## config.mk

```make
export PLATFORM = sky130hd
export DESIGN_NAME = sii_l2t_req_tracker
export DESIGN_NICKNAME = d
export VERILOG_FILES = /design/src/rtl/sii_l2t_trk_pkg.sv /design/src/rtl/sii_l2t_chan_trk.sv /design/src/rtl/sii_l2t_req_tracker.sv
export SDC_FILE = /design/constraint.sdc
export NUM_CORES = 2
export LEC_CHECK = 0
export ABC_CLOCK_PERIOD_IN_PS = 4750
export CORE_AREA = 4 4 332 334
export DETAILED_ROUTE_END_ITERATION = 7
export DIE_AREA = 0 0 336 338
export PLACE_DENSITY = 0.57
export SLEW_MARGIN = 20
export SYNTH_ARGS = -nofsm -noshare
export SYNTH_HDL_FRONTEND = slang
export SYNTH_SLANG_ARGS = --single-unit
```

## constraint.sdc

```tcl
create_clock -name iol2clk -period 4.75 [get_ports iol2clk]
set_input_delay 1.425 -clock iol2clk [delete_from_list [all_inputs] [get_ports iol2clk]]
set_output_delay 1.425 -clock iol2clk [all_outputs]
set_load 0.005 [all_outputs]
```

## src/rtl/sii_l2t_trk_pkg.sv

```systemverilog
// Shared types, defaults and helpers for the SII->L2T request tracker.
package sii_l2t_trk_pkg;

    localparam int TRK_DEF_NUM_CH     = 8;
    localparam int TRK_DEF_REQ_W      = 32;
    localparam int TRK_DEF_HDR_CYCLES = 2;
    localparam int TRK_DEF_GAP_CYCLES = 3;
    localparam int TRK_DEF_IQ_DEPTH   = 16;

    typedef enum logic [1:0] {
        TRK_IDLE = 2'b00,
        TRK_HDR  = 2'b01,
        TRK_GAP  = 2'b10
    } trk_state_e;

    // Width of a phase counter that must count 0 .. cycles-1.
    function automatic int trk_phase_w(input int cycles);
        return (cycles <= 1) ? 1 : $clog2(cycles);
    endfunction

endpackage

```

## src/rtl/sii_l2t_chan_trk.sv

```systemverilog
// One SII->L2T tag channel: request FSM, header capture, input-queue occupancy and sticky errors.
// Optional statistics outputs (req_total, occ_max) are present when SII_L2T_TRK_STATS_EN is defined.
module sii_l2t_chan_trk
    import sii_l2t_trk_pkg::*;
#(
    parameter int REQ_W      = TRK_DEF_REQ_W,
    parameter int HDR_CYCLES = TRK_DEF_HDR_CYCLES,
    parameter int GAP_CYCLES = TRK_DEF_GAP_CYCLES,
    parameter int IQ_DEPTH   = TRK_DEF_IQ_DEPTH,
    parameter int CNT_W      = $clog2(IQ_DEPTH + 1)
) (
    input  logic                        iol2clk,
    input  logic                        rst_l,
    input  logic                        trk_en,
    input  logic                        err_clr,
    input  logic [REQ_W-1:0]            req,
    input  logic                        req_vld,
    input  logic                        iq_dequeue,
    output logic                        hdr_vld,
    output logic [HDR_CYCLES*REQ_W-1:0] hdr_data,
    output logic [CNT_W-1:0]            outst_cnt,
    output logic                        err_proto,
    output logic                        err_ovf,
    output logic                        err_unf
`ifdef SII_L2T_TRK_STATS_EN
    ,
    output logic [31:0]                 req_total,
    output logic [CNT_W-1:0]            occ_max
`endif
);

    localparam int PH_W = trk_phase_w((HDR_CYCLES > GAP_CYCLES) ? HDR_CYCLES : GAP_CYCLES);
    localparam logic [PH_W-1:0]  HDR_LAST = PH_W'(HDR_CYCLES - 1);
    localparam logic [PH_W-1:0]  GAP_LAST = PH_W'(GAP_CYCLES - 1);
    localparam logic [PH_W-1:0]  PH_ONE   = PH_W'(1);
    localparam logic [PH_W-1:0]  PH_ZERO  = {PH_W{1'b0}};
    localparam logic [CNT_W-1:0] CNT_FULL = CNT_W'(IQ_DEPTH);
    localparam logic [CNT_W-1:0] CNT_ONE  = CNT_W'(1);
    localparam logic [CNT_W-1:0] CNT_ZERO = {CNT_W{1'b0}};

    trk_state_e                  r_state;
    trk_state_e                  w_state_nxt;
    logic [PH_W-1:0]             r_phase;
    logic [PH_W-1:0]             w_phase_nxt;
    logic                        w_acc;
    logic                        w_proto;
    logic                        w_cap_en;
    logic                        w_hdr_done;
    logic                        w_deq;
    logic                        w_ovf;
    logic                        w_unf;
    logic [CNT_W-1:0]            w_cnt_nxt;
    logic [HDR_CYCLES*REQ_W-1:0] r_shadow;
    logic [HDR_CYCLES*REQ_W-1:0] w_hdr_cap;

    // Next-state logic; the final GAP cycle may launch the next request directly.
    always_comb begin
        w_state_nxt = r_state;
        w_phase_nxt = r_phase;
        w_acc       = 1'b0;
        w_proto     = 1'b0;
        w_cap_en    = 1'b0;
        w_hdr_done  = 1'b0;
        if (!trk_en) begin
            w_state_nxt = TRK_IDLE;
            w_phase_nxt = PH_ZERO;
        end else begin
            case (r_state)
                TRK_IDLE: begin
                    if (req_vld) begin
                        w_acc       = 1'b1;
                        w_state_nxt = TRK_HDR;
                        w_phase_nxt = PH_ZERO;
                    end else begin
                        w_state_nxt = TRK_IDLE;
                    end
                end
                TRK_HDR: begin
                    w_proto  = req_vld;
                    w_cap_en = 1'b1;
                    if (r_phase == HDR_LAST) begin
                        w_hdr_done  = 1'b1;
                        w_state_nxt = TRK_GAP;
                        w_phase_nxt = PH_ZERO;
                    end else begin
                        w_phase_nxt = r_phase + PH_ONE;
                    end
                end
                TRK_GAP: begin
                    if (r_phase == GAP_LAST) begin
                        w_acc       = req_vld;
                        w_state_nxt = req_vld ? TRK_HDR : TRK_IDLE;
                        w_phase_nxt = PH_ZERO;
                    end else begin
                        w_proto     = req_vld;
                        w_phase_nxt = r_phase + PH_ONE;
                    end
                end
                default: begin
                    w_state_nxt = TRK_IDLE;
                    w_phase_nxt = PH_ZERO;
                end
            endcase
        end
    end

    // Header buffer with the word selected by the current phase replaced by the live bus.
    always_comb begin
        w_hdr_cap = r_shadow;
        for (int k = 0; k < HDR_CYCLES; k++) begin
            w_hdr_cap[k*REQ_W +: REQ_W] = (r_phase == PH_W'(k)) ? req : r_shadow[k*REQ_W +: REQ_W];
        end
    end

    // Occupancy update; simultaneous accept and dequeue cancel out.
    always_comb begin
        w_deq     = trk_en & iq_dequeue;
        w_cnt_nxt = outst_cnt;
        w_ovf     = 1'b0;
        w_unf     = 1'b0;
        if (w_acc && !w_deq) begin
            if (outst_cnt == CNT_FULL) begin
                w_ovf = 1'b1;
            end else begin
                w_cnt_nxt = outst_cnt + CNT_ONE;
            end
        end else if (w_deq && !w_acc) begin
            if (outst_cnt == CNT_ZERO) begin
                w_unf = 1'b1;
            end else begin
                w_cnt_nxt = outst_cnt - CNT_ONE;
            end
        end else begin
            w_cnt_nxt = outst_cnt;
        end
    end

    // FSM state register.
    always_ff @(posedge iol2clk) begin
        if (!rst_l) begin
            r_state <= TRK_IDLE;
            r_phase <= PH_ZERO;
        end else begin
            r_state <= w_state_nxt;
            r_phase <= w_phase_nxt;
        end
    end

    // Header capture and publication.
    always_ff @(posedge iol2clk) begin
        if (!rst_l) begin
            r_shadow <= '0;
            hdr_data <= '0;
            hdr_vld  <= 1'b0;
        end else begin
            hdr_vld <= w_hdr_done;
            if (w_cap_en) begin
                r_shadow <= w_hdr_cap;
            end
            if (w_hdr_done) begin
                hdr_data <= w_hdr_cap;
            end
        end
    end

    // Occupancy counter and sticky error flags; a new error beats err_clr.
    always_ff @(posedge iol2clk) begin
        if (!rst_l) begin
            outst_cnt <= CNT_ZERO;
            err_proto <= 1'b0;
            err_ovf   <= 1'b0;
            err_unf   <= 1'b0;
        end else begin
            outst_cnt <= w_cnt_nxt;
            err_proto <= (err_proto & ~err_clr) | w_proto;
            err_ovf   <= (err_ovf & ~err_clr) | w_ovf;
            err_unf   <= (err_unf & ~err_clr) | w_unf;
        end
    end

`ifdef SII_L2T_TRK_STATS_EN
    // Saturating request total and occupancy high-water mark.
    always_ff @(posedge iol2clk) begin
        if (!rst_l || err_clr) begin
            req_total <= 32'd0;
            occ_max   <= CNT_ZERO;
        end else begin
            if (w_acc && (req_total != 32'hFFFF_FFFF)) begin
                req_total <= req_total + 32'd1;
            end
            if (w_cnt_nxt > occ_max) begin
                occ_max <= w_cnt_nxt;
            end
        end
    end
`endif

endmodule

```

## src/rtl/sii_l2t_req_tracker.sv

```systemverilog
// SII->L2T inbound request tracker: NUM_CH independent channel trackers with flattened buses.
// Define SII_L2T_TRK_STATS_EN to add the req_total / occ_max statistics outputs.
module sii_l2t_req_tracker
    import sii_l2t_trk_pkg::*;
#(
    parameter int NUM_CH     = TRK_DEF_NUM_CH,
    parameter int REQ_W      = TRK_DEF_REQ_W,
    parameter int HDR_CYCLES = TRK_DEF_HDR_CYCLES,
    parameter int GAP_CYCLES = TRK_DEF_GAP_CYCLES,
    parameter int IQ_DEPTH   = TRK_DEF_IQ_DEPTH,
    localparam int CNT_W     = $clog2(IQ_DEPTH + 1)
) (
    input  logic                               iol2clk,
    input  logic                               rst_l,
    input  logic                               trk_en,
    input  logic                               err_clr,
    input  logic [NUM_CH*REQ_W-1:0]            req,
    input  logic [NUM_CH-1:0]                  req_vld,
    input  logic [NUM_CH-1:0]                  iq_dequeue,
    output logic [NUM_CH-1:0]                  hdr_vld,
    output logic [NUM_CH*HDR_CYCLES*REQ_W-1:0] hdr_data,
    output logic [NUM_CH*CNT_W-1:0]            outst_cnt,
    output logic [NUM_CH-1:0]                  err_proto,
    output logic [NUM_CH-1:0]                  err_ovf,
    output logic [NUM_CH-1:0]                  err_unf
`ifdef SII_L2T_TRK_STATS_EN
    ,
    output logic [NUM_CH*32-1:0]               req_total,
    output logic [NUM_CH*CNT_W-1:0]            occ_max
`endif
);

    for (genvar c = 0; c < NUM_CH; c++) begin : g_ch
        sii_l2t_chan_trk #(
            .REQ_W      (REQ_W),
            .HDR_CYCLES (HDR_CYCLES),
            .GAP_CYCLES (GAP_CYCLES),
            .IQ_DEPTH   (IQ_DEPTH),
            .CNT_W      (CNT_W)
        ) u_chan (
            .iol2clk    (iol2clk),
            .rst_l      (rst_l),
            .trk_en     (trk_en),
            .err_clr    (err_clr),
            .req        (req[c*REQ_W +: REQ_W]),
            .req_vld    (req_vld[c]),
            .iq_dequeue (iq_dequeue[c]),
            .hdr_vld    (hdr_vld[c]),
            .hdr_data   (hdr_data[c*HDR_CYCLES*REQ_W +: HDR_CYCLES*REQ_W]),
            .outst_cnt  (outst_cnt[c*CNT_W +: CNT_W]),
            .err_proto  (err_proto[c]),
            .err_ovf    (err_ovf[c]),
            .err_unf    (err_unf[c])
`ifdef SII_L2T_TRK_STATS_EN
            ,
            .req_total  (req_total[c*32 +: 32]),
            .occ_max    (occ_max[c*CNT_W +: CNT_W])
`endif
        );
    end

endmodule

```

==> impl_metrics.ini <==
[run_status]
status = completed

[setup_path]
cp-end-kind = register
crit_type = in2reg
worstPathMaxFanout = 6
crit_required_ps = 5360
cp_data_arrival_time_ps = 4100
rrSetupSlack_ps = 1850
start_kind = input pin

[yosys]
syn_nets = 3567
ys_async_sr_fraction_pct = 0
postSynthCellCount = 3229
syn_area_um2 = 31200
yosysSeqAreaShare_pct = 56.0
ys_warn_count = 0
synth_ff_type = dfxtp_1
synth_edf_count = 0
yosysUniqueCellTypes = 66
synth-seq-cells = 872
syn_area_per_cell_um2 = 9.65

[timing]
setup_ws_ps = 1260
hold_ws_ps = 443
finClkSkew_ps = 22.2
worst_slew_pin_slew_ps = 890
rsz0062_at_grt = no
slew_violations = 0
setup_violations = 0
fin_crit_sh_pct = 73.4
tns_ps = 0
fmax_mhz = 287
finalCriticalPeriod_ps = 3490
timing.slew.headroom_pct = 40.4
hold_viol = 0

[finish]
fin_cells = 5444
final_util_pct = 41.4
fin_nets = 4287
fin_area_um2 = 44300
fillerInstances = 10600
layout-drive-gt1-share_pct = 6.32
final_common_cell = dfxtp_1
syn_to_final_growth_pct = 42.0
final_cell_mix = dfxtp_1 (872), clkdlybuf4s50_1 (857), nand2_1 (716)

[place]
place_inst = 5253
gp_congestion = 0.825
port_buffers = 859
place_ws_ps = 602
dpl.hpwl_um = 78500
dpl_cell_area_um2 = 40800

[route]
wl_met2_um = 51400
first_pass_iters = 7
routed_wl_um = 112000
wire_per_inst_um = 20.5
met3WireLength_um = 8280
drt_iter0_drc = 1490
drcViolationCount = 0
viasPerCell = 4.81
highest_layer = met5
antenna_left = 0
vias = 26200
m1WireLength_um = 47900

[cts]
clockBufferDepth = 3
path_clk_slew_ps = 60
postCtsResizedCells = 0
h-tree-depth = 3
cts-buffers-inserted = 97
cts_tree = built
postCtsSetupRepairBufs = 0
cts-root-buf = clkbuf_16
clock-sinks = 872
clock_latency_ps = 680
hold_buffers = 0

[grt]
grt_pass1_vias = 25300
grt_overflow = 0
grt_pass1_wl_um = 163000
grt_max_degree = 135
antenna_found_initial = 11
grt_use_total_pct = 18.6

[pwr]
leakage_nw = 16.0
powerDensity_nw_per_um2 = 381
p_total_mw = 16.9
peakVddDrop_uv = 253

[floorplanning]
die_w_um = 336
num_io_pins = 860
fp.dieArea_um2 = 114000
die_y_um = 338
std_cell_rows = 120
fp.coreArea_um2 = 107000
initial_core_util_pct = 29.2

[run]
cap_viol_max_count = 0

[min_path]
min_path_type = reg2reg
-- synth_stat cells, types with 13 or more instances --
cell | number | area, um2
dfxtp_1 | 872 | 17500
nand3_1 | 19 | 95.1
and3b_1 | 15 | 131
clkbuf_1 | 160 | 601
nor2_1 | 59 | 221
o21ai_0 | 37 | 185
a22o_1 | 448 | 3920
nand2b_1 | 21 | 131
buf_2 | 71 | 355
xnor2_1 | 15 | 131
nor3_1 | 13 | 65.1
buf_4 | 47 | 353
ha_1 | 54 | 676
inv_1 | 52 | 195
nor2b_1 | 25 | 156
mux2i_1 | 22 | 220
and3_1 | 14 | 87.6
a21oi_1 | 387 | 1940
nand2_1 | 717 | 2690
-- logic make-up after synthesis --
group                    count (synthesis)  synth area share [%]
adder cells (fa/ha/maj)                 62                  2.68
flip-flops                             872                  56.0
multiplexers                            29                  1.07
AND/OR/NAND/NOR                        950                  13.0
buffers and inverters                  338                  4.93
XOR/XNOR                                21                 0.590
AO/OA/AOI/OAI                          957                  21.7
-- critical path, cell delays in order --
cell             delay [ps]
clkdlybuf4s50_1         580
nor2b_1                 200
o21a_1                  200
nand2_1                 130
ha_1                    350
nor2b_1                 140
o21a_1                  190
or4_1                   400
a2111oi_1               340
a41o_1                  130
-- metal layers --
| metal | GRT usage (%) | vias up |
|---|---|---|
| met5 | 0 | - |
| met4 | 7.08 | 4 |
| met3 | 5.86 | 196 |
| met2 | 29.6 | 697 |
| met1 | 23.6 | 12600 |
| li1 | - | 12700 |
-- final timing paths --
kind | startpoint | to | cells after the start
setup / recovery | req_vld[3] | g_ch[3].u_chan.outst_cnt[4] | 10
hold / removal | g_ch[6].u_chan.r_shadow[7] | g_ch[6].u_chan.hdr_data[7] | 2
hold reg to reg | g_ch[6].u_chan.r_shadow[7] | g_ch[6].u_chan.hdr_data[7] | 2
setup reg to reg | g_ch[3].u_chan.r_state[0] | g_ch[3].u_chan.outst_cnt[4] | 11
-- power breakdown --
part           switching, mW  internal (mW)  total [mW]
Clock                   3.15           4.88        8.03
Sequential             0.112           7.42        7.53
Combinational          0.698          0.611        1.31
-- area by class of cell --
type	instances	area [um2]	share of cell area, %
Sequential cell	872	17500	39.4
Multi-Input combinational cell	2019	12300	27.9
Timing Repair Buffer	905	9040	20.4
Clock buffer	150	2910	6.57
Tap cell	1403	1760	3.97
Clock inverter	32	534	1.21
Inverter	54	210	0.475
Antenna cell	9	22.5	0.0509
-- flip-flops by register name, summed over array words and instances (netlist names) --
register / flops
g_ch.u_chan.r_phase: 16
g_ch.u_chan.hdr_vld: 8
g_ch.u_chan.err_ovf: 8
g_ch.u_chan.err_unf: 8
g_ch.u_chan.r_state: 16
g_ch.u_chan.outst_cnt: 40
g_ch.u_chan.r_shadow: 256
g_ch.u_chan.err_proto: 8
g_ch.u_chan.hdr_data: 512
No activity file was read; power rests on OpenSTA's default activity.
